--- src/rtl/mem_access.sv ---
// Byte-serial load/store stage: splits B/H/W accesses into single-byte bus transfers,
// stalling the pipeline until the last byte is acknowledged, then writes back for one cycle.
module mem_access (
  input  logic        clk,
  input  logic        rst,
  input  logic [7:0]  aluop_i,
  input  logic [31:0] mem_addr_i,
  input  logic        w_enable_i,
  input  logic [4:0]  w_addr_i,
  input  logic [31:0] w_data_i,
  output logic        w_enable_o,
  output logic [4:0]  w_addr_o,
  output logic [31:0] w_data_o,
  output logic        stall_req_o,
  output logic        mem_req_o,
  output logic        mem_we_o,
  output logic [31:0] mem_addr_o,
  output logic [7:0]  mem_wdata_o,
  input  logic [7:0]  mem_rdata_i,
  input  logic        mem_ack_i
);

  localparam logic [7:0] EX_LB_OP  = 8'h20;
  localparam logic [7:0] EX_LH_OP  = 8'h21;
  localparam logic [7:0] EX_LW_OP  = 8'h22;
  localparam logic [7:0] EX_LBU_OP = 8'h24;
  localparam logic [7:0] EX_LHU_OP = 8'h25;
  localparam logic [7:0] EX_SB_OP  = 8'h28;
  localparam logic [7:0] EX_SH_OP  = 8'h29;
  localparam logic [7:0] EX_SW_OP  = 8'h2a;

  typedef enum logic [1:0] {StIdle, StXfer, StDone} state_e;

  state_e      state_q, state_d;
  logic [1:0]  k_q, k_d;
  logic [2:0]  n_q, n_d;
  logic [31:0] buf_q, buf_d;

  logic        is_load, is_store, is_mem;
  logic [2:0]  nbytes;
  logic [31:0] load_val;

  always_comb begin
    is_load  = 1'b0;
    is_store = 1'b0;
    nbytes   = 3'd4;
    case (aluop_i)
      EX_LB_OP, EX_LBU_OP: begin is_load  = 1'b1; nbytes = 3'd1; end
      EX_LH_OP, EX_LHU_OP: begin is_load  = 1'b1; nbytes = 3'd2; end
      EX_LW_OP:            begin is_load  = 1'b1; nbytes = 3'd4; end
      EX_SB_OP:            begin is_store = 1'b1; nbytes = 3'd1; end
      EX_SH_OP:            begin is_store = 1'b1; nbytes = 3'd2; end
      EX_SW_OP:            begin is_store = 1'b1; nbytes = 3'd4; end
      default: ;
    endcase
  end

  assign is_mem = is_load | is_store;

  // Only the bytes belonging to the access width feed the extension.
  always_comb begin
    case (aluop_i)
      EX_LB_OP:  load_val = {{24{buf_q[7]}}, buf_q[7:0]};
      EX_LBU_OP: load_val = {24'd0, buf_q[7:0]};
      EX_LH_OP:  load_val = {{16{buf_q[15]}}, buf_q[15:0]};
      EX_LHU_OP: load_val = {16'd0, buf_q[15:0]};
      default:   load_val = buf_q;
    endcase
  end

  always_comb begin
    state_d     = state_q;
    k_d         = k_q;
    n_d         = n_q;
    buf_d       = buf_q;
    w_enable_o  = 1'b0;
    w_addr_o    = 5'd0;
    w_data_o    = 32'd0;
    stall_req_o = 1'b0;
    mem_req_o   = 1'b0;
    mem_we_o    = 1'b0;
    mem_addr_o  = 32'd0;
    mem_wdata_o = 8'd0;

    case (state_q)
      StIdle: begin
        if (is_mem) begin
          stall_req_o = 1'b1;
          n_d         = nbytes;
          k_d         = 2'd0;
          buf_d       = 32'd0;
          state_d     = StXfer;
        end else begin
          w_enable_o = w_enable_i;
          w_addr_o   = w_addr_i;
          w_data_o   = w_data_i;
        end
      end
      StXfer: begin
        stall_req_o = 1'b1;
        mem_req_o   = 1'b1;
        mem_we_o    = is_store;
        mem_addr_o  = mem_addr_i + {30'd0, k_q};
        mem_wdata_o = w_data_i[{k_q, 3'b000} +: 8];
        if (mem_ack_i) begin
          if (is_load) buf_d[{k_q, 3'b000} +: 8] = mem_rdata_i;
          if ({1'b0, k_q} == n_q - 3'd1) state_d = StDone;
          else k_d = k_q + 2'd1;
        end
      end
      StDone: begin
        state_d = StIdle;
        if (is_load) begin
          w_enable_o = w_enable_i;
          w_addr_o   = w_addr_i;
          w_data_o   = load_val;
        end
      end
      default: state_d = StIdle;
    endcase

    // Register 0 is never written, whatever the source.
    if (w_enable_i && (w_addr_i == 5'd0)) begin
      w_enable_o = 1'b0;
      w_data_o   = 32'd0;
    end

    if (rst) begin
      w_enable_o  = 1'b0;
      w_addr_o    = 5'd0;
      w_data_o    = 32'd0;
      stall_req_o = 1'b0;
      mem_req_o   = 1'b0;
      mem_we_o    = 1'b0;
      mem_addr_o  = 32'd0;
      mem_wdata_o = 8'd0;
    end
  end

  always_ff @(posedge clk) begin
    if (rst) begin
      state_q <= StIdle;
      k_q     <= 2'd0;
      n_q     <= 3'd0;
      buf_q   <= 32'd0;
    end else begin
      state_q <= state_d;
      k_q     <= k_d;
      n_q     <= n_d;
      buf_q   <= buf_d;
    end
  end

endmodule

--- config.mk ---
export PLATFORM = sky130hd
export DESIGN_NAME = mem_access
export DESIGN_NICKNAME = d
export VERILOG_FILES = /design/src/rtl/mem_access.sv
export SDC_FILE = /design/constraint.sdc
export NUM_CORES = 1
export LEC_CHECK = 0
export ABC_AREA = 1
export CAP_MARGIN = 0
export CORE_MARGIN = 2
export CORE_UTILIZATION = 49
export DETAILED_ROUTE_END_ITERATION = 12
export PLACE_DENSITY = 0.88
export SYNTH_ARGS = -nofsm -noshare
export SYNTH_HDL_FRONTEND = slang
export SYNTH_SLANG_ARGS = --single-unit
export TNS_END_PERCENT = 100
--- constraint.sdc ---
create_clock -name clk -period 5.05 [get_ports clk]
set_input_delay 0.7575 -clock clk [delete_from_list [all_inputs] [get_ports clk]]
set_output_delay 0.7575 -clock clk [all_outputs]
set_load 0.01 [all_outputs]
# After elaboration in Yosys (flattened, before gate mapping)
# Index checks and enable logic that the tools add are counted.
# word_totals
wordCells,82
register_bits,39
out_inout_bits,81
in_bits,89
# op_classes
n_reduce_logical,12
add_sub_neg,4
n_bitwise,1
n_eq_ne,16
n_mux,42
shift,3
# op_table
cell,n
two-way mux 32 bit,9
one-hot mux 32 bit (2 select lines),2
one-hot mux 32 bit (4 select lines),1
== test 8 x 6 -> 1 bit (second input constant),8
adder 32 x 2 -> 32 bit,1
bitwise mux 32 bit,1
variable shift 8 x 7 -> 32 bit (first input constant),1
indexed part select 32 x 6 -> 8 bit,1
indexed part select 8 x 7 -> 32 bit,1
two-way mux 8 bit,2
two-way mux 5 bit,3
two-way mux 1 bit,12
two-way mux 2 bit,6
!= test 2 bit (second input constant),5
one-hot mux 5 bit (2 select lines),1
OR reduction 3 bit,3
one-hot mux 2 bit (2 select lines),2
AND reduction 4 bit,2
negation 5 -> 7 bit,1
one-hot mux 3 bit (2 select lines),1
zero test 5 bit,1
OR reduction 5 bit,1
one-hot mux 1 bit (2 select lines),2
== test 2 x 3 -> 1 bit,1
other kinds (10),10

# Logic depth before layout (Yosys ltp)
# Gate-level depths: netlist (run 1).
# depth
ltp_word,8
ltp_mapped,13
mapped_depth_nobuf,13

# Worst setup path before layout (run 1)
# Ideal clock, no wire load.
# synth_timing
path_kind,input -> output
start,input port mem_addr_i[0]
end,output port mem_addr_o[18]
n_path_buf,0
stages,10
setup_slack_ns,2.091
arrival_time_ns,2.201
required_time_ns,4.293
path_cell_list,ha_1 -> fa_1 -> nand4_1 -> nor2_1 -> nand2_1 -> nor2_1 -> nand3_1 -> nor2_1 -> nor2_1 -> nor3_1
# synth_between
elab_chain_len,3
# synth_lines
element,line_no,text
from (decl),7,"input logic [31:0] mem_addr_i,"
adder 32 x 2 -> 32 bit,103,"mem_addr_o = mem_addr_i + {30'd0, k_q};"
two-way mux 32 bit,85,case (state_q)
two-way mux 32 bit,128,if (rst) begin
to (decl),17,"output logic [31:0] mem_addr_o,"
# No other way between the ends.

# Final worst setup path (run 1)
# layout_timing
start,input port mem_addr_i[1]
end,output port mem_addr_o[31]
# The elaborated chain is that of the path after synthesis.

==> flow_summary.ini, run 1 <==
[run_status]
outcome = finished, final reports clean

[timing]
clock_skew_ps = 10.1
post-route-worst-setup-slack_ps = 921
timing_worst_slew_pin_value_ps = 800
min_period_over_period_pct = 81.8
hold_viol = 0
final.min_clock_period_ps = 4130
report.final.slew_viol_count = 0
relSlewSlack_pct = 46.6
finalSetupViolCount = 0
fmax_mhz = 242
timing.setup.tns_ps = 0
rsz0062_at_grt = no

[placed_design]
port_buffers = 169
post-place-cells = 1049
finalWeightedCongestion = 1.04
detailed_place_hpwl_mm = 11.8
post_dp_cell_area_mm2 = 0.00613
dp_worst_setup_slack_ps = 953

[power_and_ir_drop]
design_power_total_mw = 1.01
power_leakage_nw = 2.67
ir_drop_mv = 0.113
power.density_cell_area_mw_per_mm2 = 162

[routing]
num_vias = 5544
detail_route.drc_violations = 0
drt_first_pass_iters = 6
route.detailed.wl_per_inst_um = 14.3
drt-total-wl_mm = 15.1
post_drt_via_cell_ratio = 5.25
antenna_left = 0
detailedRoute.firstIterationViolations = 399

[global_routing]
globalRouteTotalUtil_pct = 30.0
global_route_wire_length_before_repair_mm = 24.1
globalRoute.totalOverflow = 0
grt_pass1_vias = 4972
pin_count_of_the_biggest_net_entering_global_routing = 38
antenna_violations_before_repair = 0

[final_layout]
drive_gt1_share_pct = 4.95
diodes = 0
finish.net_count = 1045
post-route-cell-area_mm2 = 0.00624
post_layout_nonfiller_instances = 1057
final.fill_count = 804
synthesis_to_layout_area_growth_pct = 40.8

[clocking]
cts-buffers-inserted = 5
cts_post_setup_buffers_inserted = 0
clock_sink_count = 39
clock_tree.root_cell = clkbuf_8
insertion_delay_ps = 300
ctsHoldBuffers = 0
clk_buf_depth = 2
cts_htree_levels = 2
ctsResizeCount = 0
clock_pin_slew_worst_setup_and_hold_paths_ps = 80
cts_tree = built

[worst_setup_path]
timing.rr.start = state_q[1]
worst-endpoint-arrival_ps = 3370
timing.critical_path.cells = clkdlybuf4s50_1, ha_1, nand2_1, nand2_1, nand2_1, nor2_1, nand2_1, nor2_1, inv_1, nor2_1, nand2_1, nand2_1, nand3_1, nor2_1, clkdlybuf4s50_1
cp-end-kind = primary output
critical_path.slowest_cell = clkdlybuf4s50_1
timing_worst_setup_path_type = input pin to primary output
regToRegEndpoint = buf_q[3]
path_common_cell = nand2_1
critPathLaunch = mem_addr_i[1]
setup.worst_path.start_class = input pin
critical_path.endpoint = mem_addr_o[31]
path_depth_of_the_worst_reg2reg_path = 8
critical_path.max_fanout = 6
r2r_setup_slack_ps = 2240
max_stage_delay_on_crit_path_ps = 550
cp.required_ps = 4290

[logic_synthesis]
yosysUniqueCellTypes = 42
yosys-mux-area-fraction_pct = 0
yosys.area_share.adder_pct = 2.43
synthXorXnorAreaFrac_pct = 1.98
synth_top_family_by_area = simple AND/OR/NAND/NOR gates
synth-seq-area-share_pct = 17.6
syn-cell-area_mm2 = 0.00443
yosys_register_bits = 39
synth_area_per_cell_um2 = 5.55
number_of_cells_produced_by_synthesis = 799
compound_gate_portion_of_the_synthesized_area_pct = 15.8
number_of_nets_in_the_synthesized_netlist = 896
synthSimpleGateAreaFrac_pct = 45.6
synth_warnings = 0

[floorplan]
io_pins = 170
die_area_mm2 = 0.00982
die_width_um = 99.1
num_rows = 34
start_util_pct = 50.6
die_extent_in_y_um = 99.1
placeableCoreArea_mm2 = 0.00876

[hold_path]
hold_class = flip-flop to flip-flop

[flow_run]
max_cap_viol = 0
==> layout by cell type, fill, tap and decap left out, types with 2 or more instances in the layout <==
cell	instances
inv_1	142
a21oi_1	69
nor2_2	3
nand2_2	5
nand3_2	2
nor2_1	116
dfxtp_1	39
xor2_1	6
nand4_1	19
nand4_4	5
o21ai_0	38
buf_4	5
o22ai_1	8
nand2_1	187
o21ai_1	12
nand3_4	2
clkdlybuf4s50_1	169
nor3_1	30
inv_2	4
nor2_4	3
nand3_1	48
nor2_8	3
clkbuf_8	7
xnor2_1	4
ha_1	7
==> registers in the layout (all words and copies together), names as in the netlist <==
signal   count
state_q      2
n_q          3
buf_q       32
k_q          2
==> stage by stage <==
step,hold WS [ps],utilization (%)
floorplan,434,-
global placement,455,70.0
detailed placement,462,70.0
CTS,474,71.2
global route,519,71.2
finish,476,71.2
==> logic make-up (layout without fill, tap and decap cells) <==
family / after synthesis / after routing
AOI/OAI and AO/OA: 133 / 133
buffers and inverters: 180 / 330
adders and majority gates: 8 / 8
xor gates and xnor gates: 10 / 10
and+or+nand+nor: 429 / 429
DFF: 39 / 39
==> critical path, delay by kind of cell <==
family / cells / cell delay [ps]
adders and majority gates: 1 / 320
and+or+nand+nor: 11 / 1190
buffers and inverters: 3 / 1090
==> Yosys cell counts (all sizes together) <==
cell type    n  share of area [%]
a221oi       1               0.20
clkbuf      13                1.1
nor4         3               0.90
o311ai       1               0.20
ha           7                2.0
fa           1               0.45
buf         19                2.9
or2          1               0.14
clkinv       1              0.085
o221ai       1               0.20
nand3       52                6.7
nor3        30                3.4
nor2       125                 12
dfxtp       39                 18
o22ai        8                1.1
o211a        1               0.23
nand3b       1               0.25
a211oi       1               0.17
nand2      193                 17
a21oi       69                7.8
nand4       24                5.1
o21ai       51                5.8
xnor2        4               0.79
inv        147                 13
xor2         6                1.2
==> area by class of cell <==
type	count	area, µm²	area share (%)
Clock buffer	7	96.3	1.54
Clock inverter	1	7.51	0.120
Inverter	148	558	8.95
Multi-Input combinational cell	580	2930	47.0
Sequential cell	39	781	12.5
Tap cell	108	135	2.17
Timing Repair Buffer	174	1730	27.7
==> routing by layer <==
layer  wire, µm  GRT usage [%]
met4        327           8.64
met2       6860           50.2
met5          0              0
met3       1360           4.50
met1       6560           40.3
==> power by group <==
group / switching (mW) / internal (mW)
clock network: 0.113 / 0.124
logic: 0.231 / 0.193
registers: 0.0187 / 0.331
==> worst min-delay path by stage <==
stage | end | slack, ps | start | depth (start not counted)
finish | n_q[1] | 480 | n_q[1] | 2
global route | n_q[1] | 520 | n_q[1] | 2
CTS | n_q[1] | 470 | n_q[1] | 2
detailed placement | n_q[1] | 460 | n_q[1] | 2
global placement | n_q[1] | 450 | n_q[1] | 2
floorplan | n_q[1] | 430 | n_q[1] | 2
Note: power is estimated with default switching activity, not from simulation.
==> run 2, diff against run 1 <==
--- a/config.mk
+++ b/config.mk
@@ -8,9 +8,9 @@
 export ABC_AREA = 1
 export CAP_MARGIN = 0
 export CORE_MARGIN = 2
-export CORE_UTILIZATION = 49
+export CORE_UTILIZATION = 46
 export DETAILED_ROUTE_END_ITERATION = 12
-export PLACE_DENSITY = 0.88
+export PLACE_DENSITY = 0.83
 export SYNTH_ARGS = -nofsm -noshare
 export SYNTH_HDL_FRONTEND = slang
 export SYNTH_SLANG_ARGS = --single-unit
==> constraint.sdc (replaced) <==
create_clock -name clk -period 4.3 [get_ports clk]
set_input_delay 0.645 -clock clk [delete_from_list [all_inputs] [get_ports clk]]
set_output_delay 0.645 -clock clk [all_outputs]
set_load 0.01 [all_outputs]
==> flow_summary.ini, run 2 (synthesis gave the netlist of run 1 again) <==
[run_status]
outcome = finished, final reports clean

[final_layout]
layout_commonest_cell = nand2_1
final_cell_mix = nand2_1 (187), clkdlybuf4s50_1 (169), inv_1 (142)
finish.net_count = 1048
post-route-cell-area_mm2 = 0.00628
drive_gt1_share_pct = 5.25
synthesis_to_layout_area_growth_pct = 41.6
largest_registers = buf_q (32), n_q (3)
diodes = 0
largest_reg_flops = 32
post_layout_nonfiller_instances = 1081
biggest_register = buf_q
final.fill_count = 878
final_core_utilization_pct = 67.6

[clocking]
clock_sink_count = 39
clk_buf_depth = 2
clock_tree.root_cell = clkbuf_8
insertion_delay_ps = 300
clock_pin_slew_worst_setup_and_hold_paths_ps = 90
cts_post_setup_buffers_inserted = 0
ctsHoldBuffers = 0
ctsResizeCount = 0
cts_tree = built
cts-buffers-inserted = 5
cts_htree_levels = 2

[floorplan]
die_area_mm2 = 0.0104
num_rows = 35
die_width_um = 102
io_pins = 170
start_util_pct = 47.7
die_extent_in_y_um = 102
placeableCoreArea_mm2 = 0.00928

[routing]
num_vias = 5485
post_drt_via_cell_ratio = 5.07
detailedRoute.firstIterationViolations = 266
antenna_left = 0
drt-total-wl_mm = 14.9
route.detailed.wl_per_inst_um = 13.8
drt_first_pass_iters = 5
detail_route.drc_violations = 0

[timing]
final.min_clock_period_ps = 3910
report.final.slew_viol_count = 0
relSlewSlack_pct = 47.4
finalSetupViolCount = 0
timing.setup.tns_ps = 0
rsz0062_at_grt = no
timing_worst_slew_pin_value_ps = 787
post-route-worst-setup-slack_ps = 385
clock_skew_ps = 7.97
hold_viol = 0
fmax_mhz = 255
fin_hold_ws_ps = 480
min_period_over_period_pct = 91.0

[worst_setup_path]
cp.required_ps = 3650
timing_worst_setup_path_type = input pin to primary output
cp-end-kind = primary output
worst-endpoint-arrival_ps = 3270
critical_path.max_fanout = 6
setup.worst_path.start_class = input pin

[power_and_ir_drop]
power.switching_mw = 0.441
design_power_total_mw = 1.17
power_leakage_nw = 2.68
share_clk_of_total_power_pct = 22.4
internal-power_mw = 0.734
seqPwrFrac_pct = 34.7
power.switching_fraction_pct = 37.5
ir_drop_mv = 0.111
comb_power_share_pct = 42.9
power.density_cell_area_mw_per_mm2 = 187

[global_routing]
global_route_wire_length_before_repair_mm = 23.5
grt.met1_usage_pct = 39.1
grt_use_met3_pct = 6.29
gr-max-usage-layer = met2
globalRoute.totalOverflow = 0
grt_pass1_vias = 4910
met2_usage_pct = 44.0
antenna_violations_before_repair = 0
globalRouteTotalUtil_pct = 28.3
pin_count_of_the_biggest_net_entering_global_routing = 38

[placed_design]
dp_worst_setup_slack_ps = 434
post_dp_cell_area_mm2 = 0.00618
detailed_place_hpwl_mm = 12.0
port_buffers = 169
post-place-cells = 1073
finalWeightedCongestion = 1.04

[hold_path]
hold_class = flip-flop to flip-flop

[flow_run]
max_cap_viol = 0
-- run 2: changes by cell type in the layout (fill, tap and decap cells not counted), sizes merged --
cell,delta
inv,+1
clkbuf,-2
clkinvlp,+1
buf,+3
-- run 2: final cells by class --
type                            count  area [µm²]  area share [%]
Tap cell                          129         161            2.57
Multi-Input combinational cell    580        2930            46.7
Clock inverter                      3        23.8           0.379
Sequential cell                    39         781            12.4
Clock buffer                        5        68.8            1.10
Timing Repair Buffer              177        1750            27.9
Inverter                          148         558            8.89
-- run 2: final timing paths --
kind,depth (start not counted),slack (ps),end,startpoint
setup reg to reg,8,1460,buf_q[15],state_q[1]
hold reg to reg,2,480,n_q[1],n_q[1]
hold / removal,2,480,n_q[1],n_q[1]
setup / recovery,13,390,mem_addr_o[15],mem_addr_i[1]
-- run 2: power groups by stage --
stage	combinational (mW)	clock [mW]	sequential, mW
floorplan	0.276	0	0.408
global placement	0.496	0	0.414
detailed placement	0.497	0	0.415
CTS	0.501	0.264	0.407
global route	0.560	0.280	0.410
finish	0.504	0.263	0.407
-- run 2: worst max-delay path, cell delays in order --
cell	delay, ps
clkdlybuf4s50_1	450
ha_1	310
nand2_1	50
nand2_1	70
nand2_1	80
nor2_1	140
nand2_1	150
nor2_1	160
inv_1	80
nor2_1	200
nor2_1	70
nor3_1	260
clkdlybuf4s50_1	590
-- run 2: per-layer routing --
| layer | part of all wire (%) | up-vias |
|---|---|---|
| li1 | - | 2834 |
| met1 | 47 | 2374 |
| met2 | 42 | 248 |
| met3 | 8.9 | 29 |
| met4 | 2.3 | 0 |
| met5 | 0 | - |
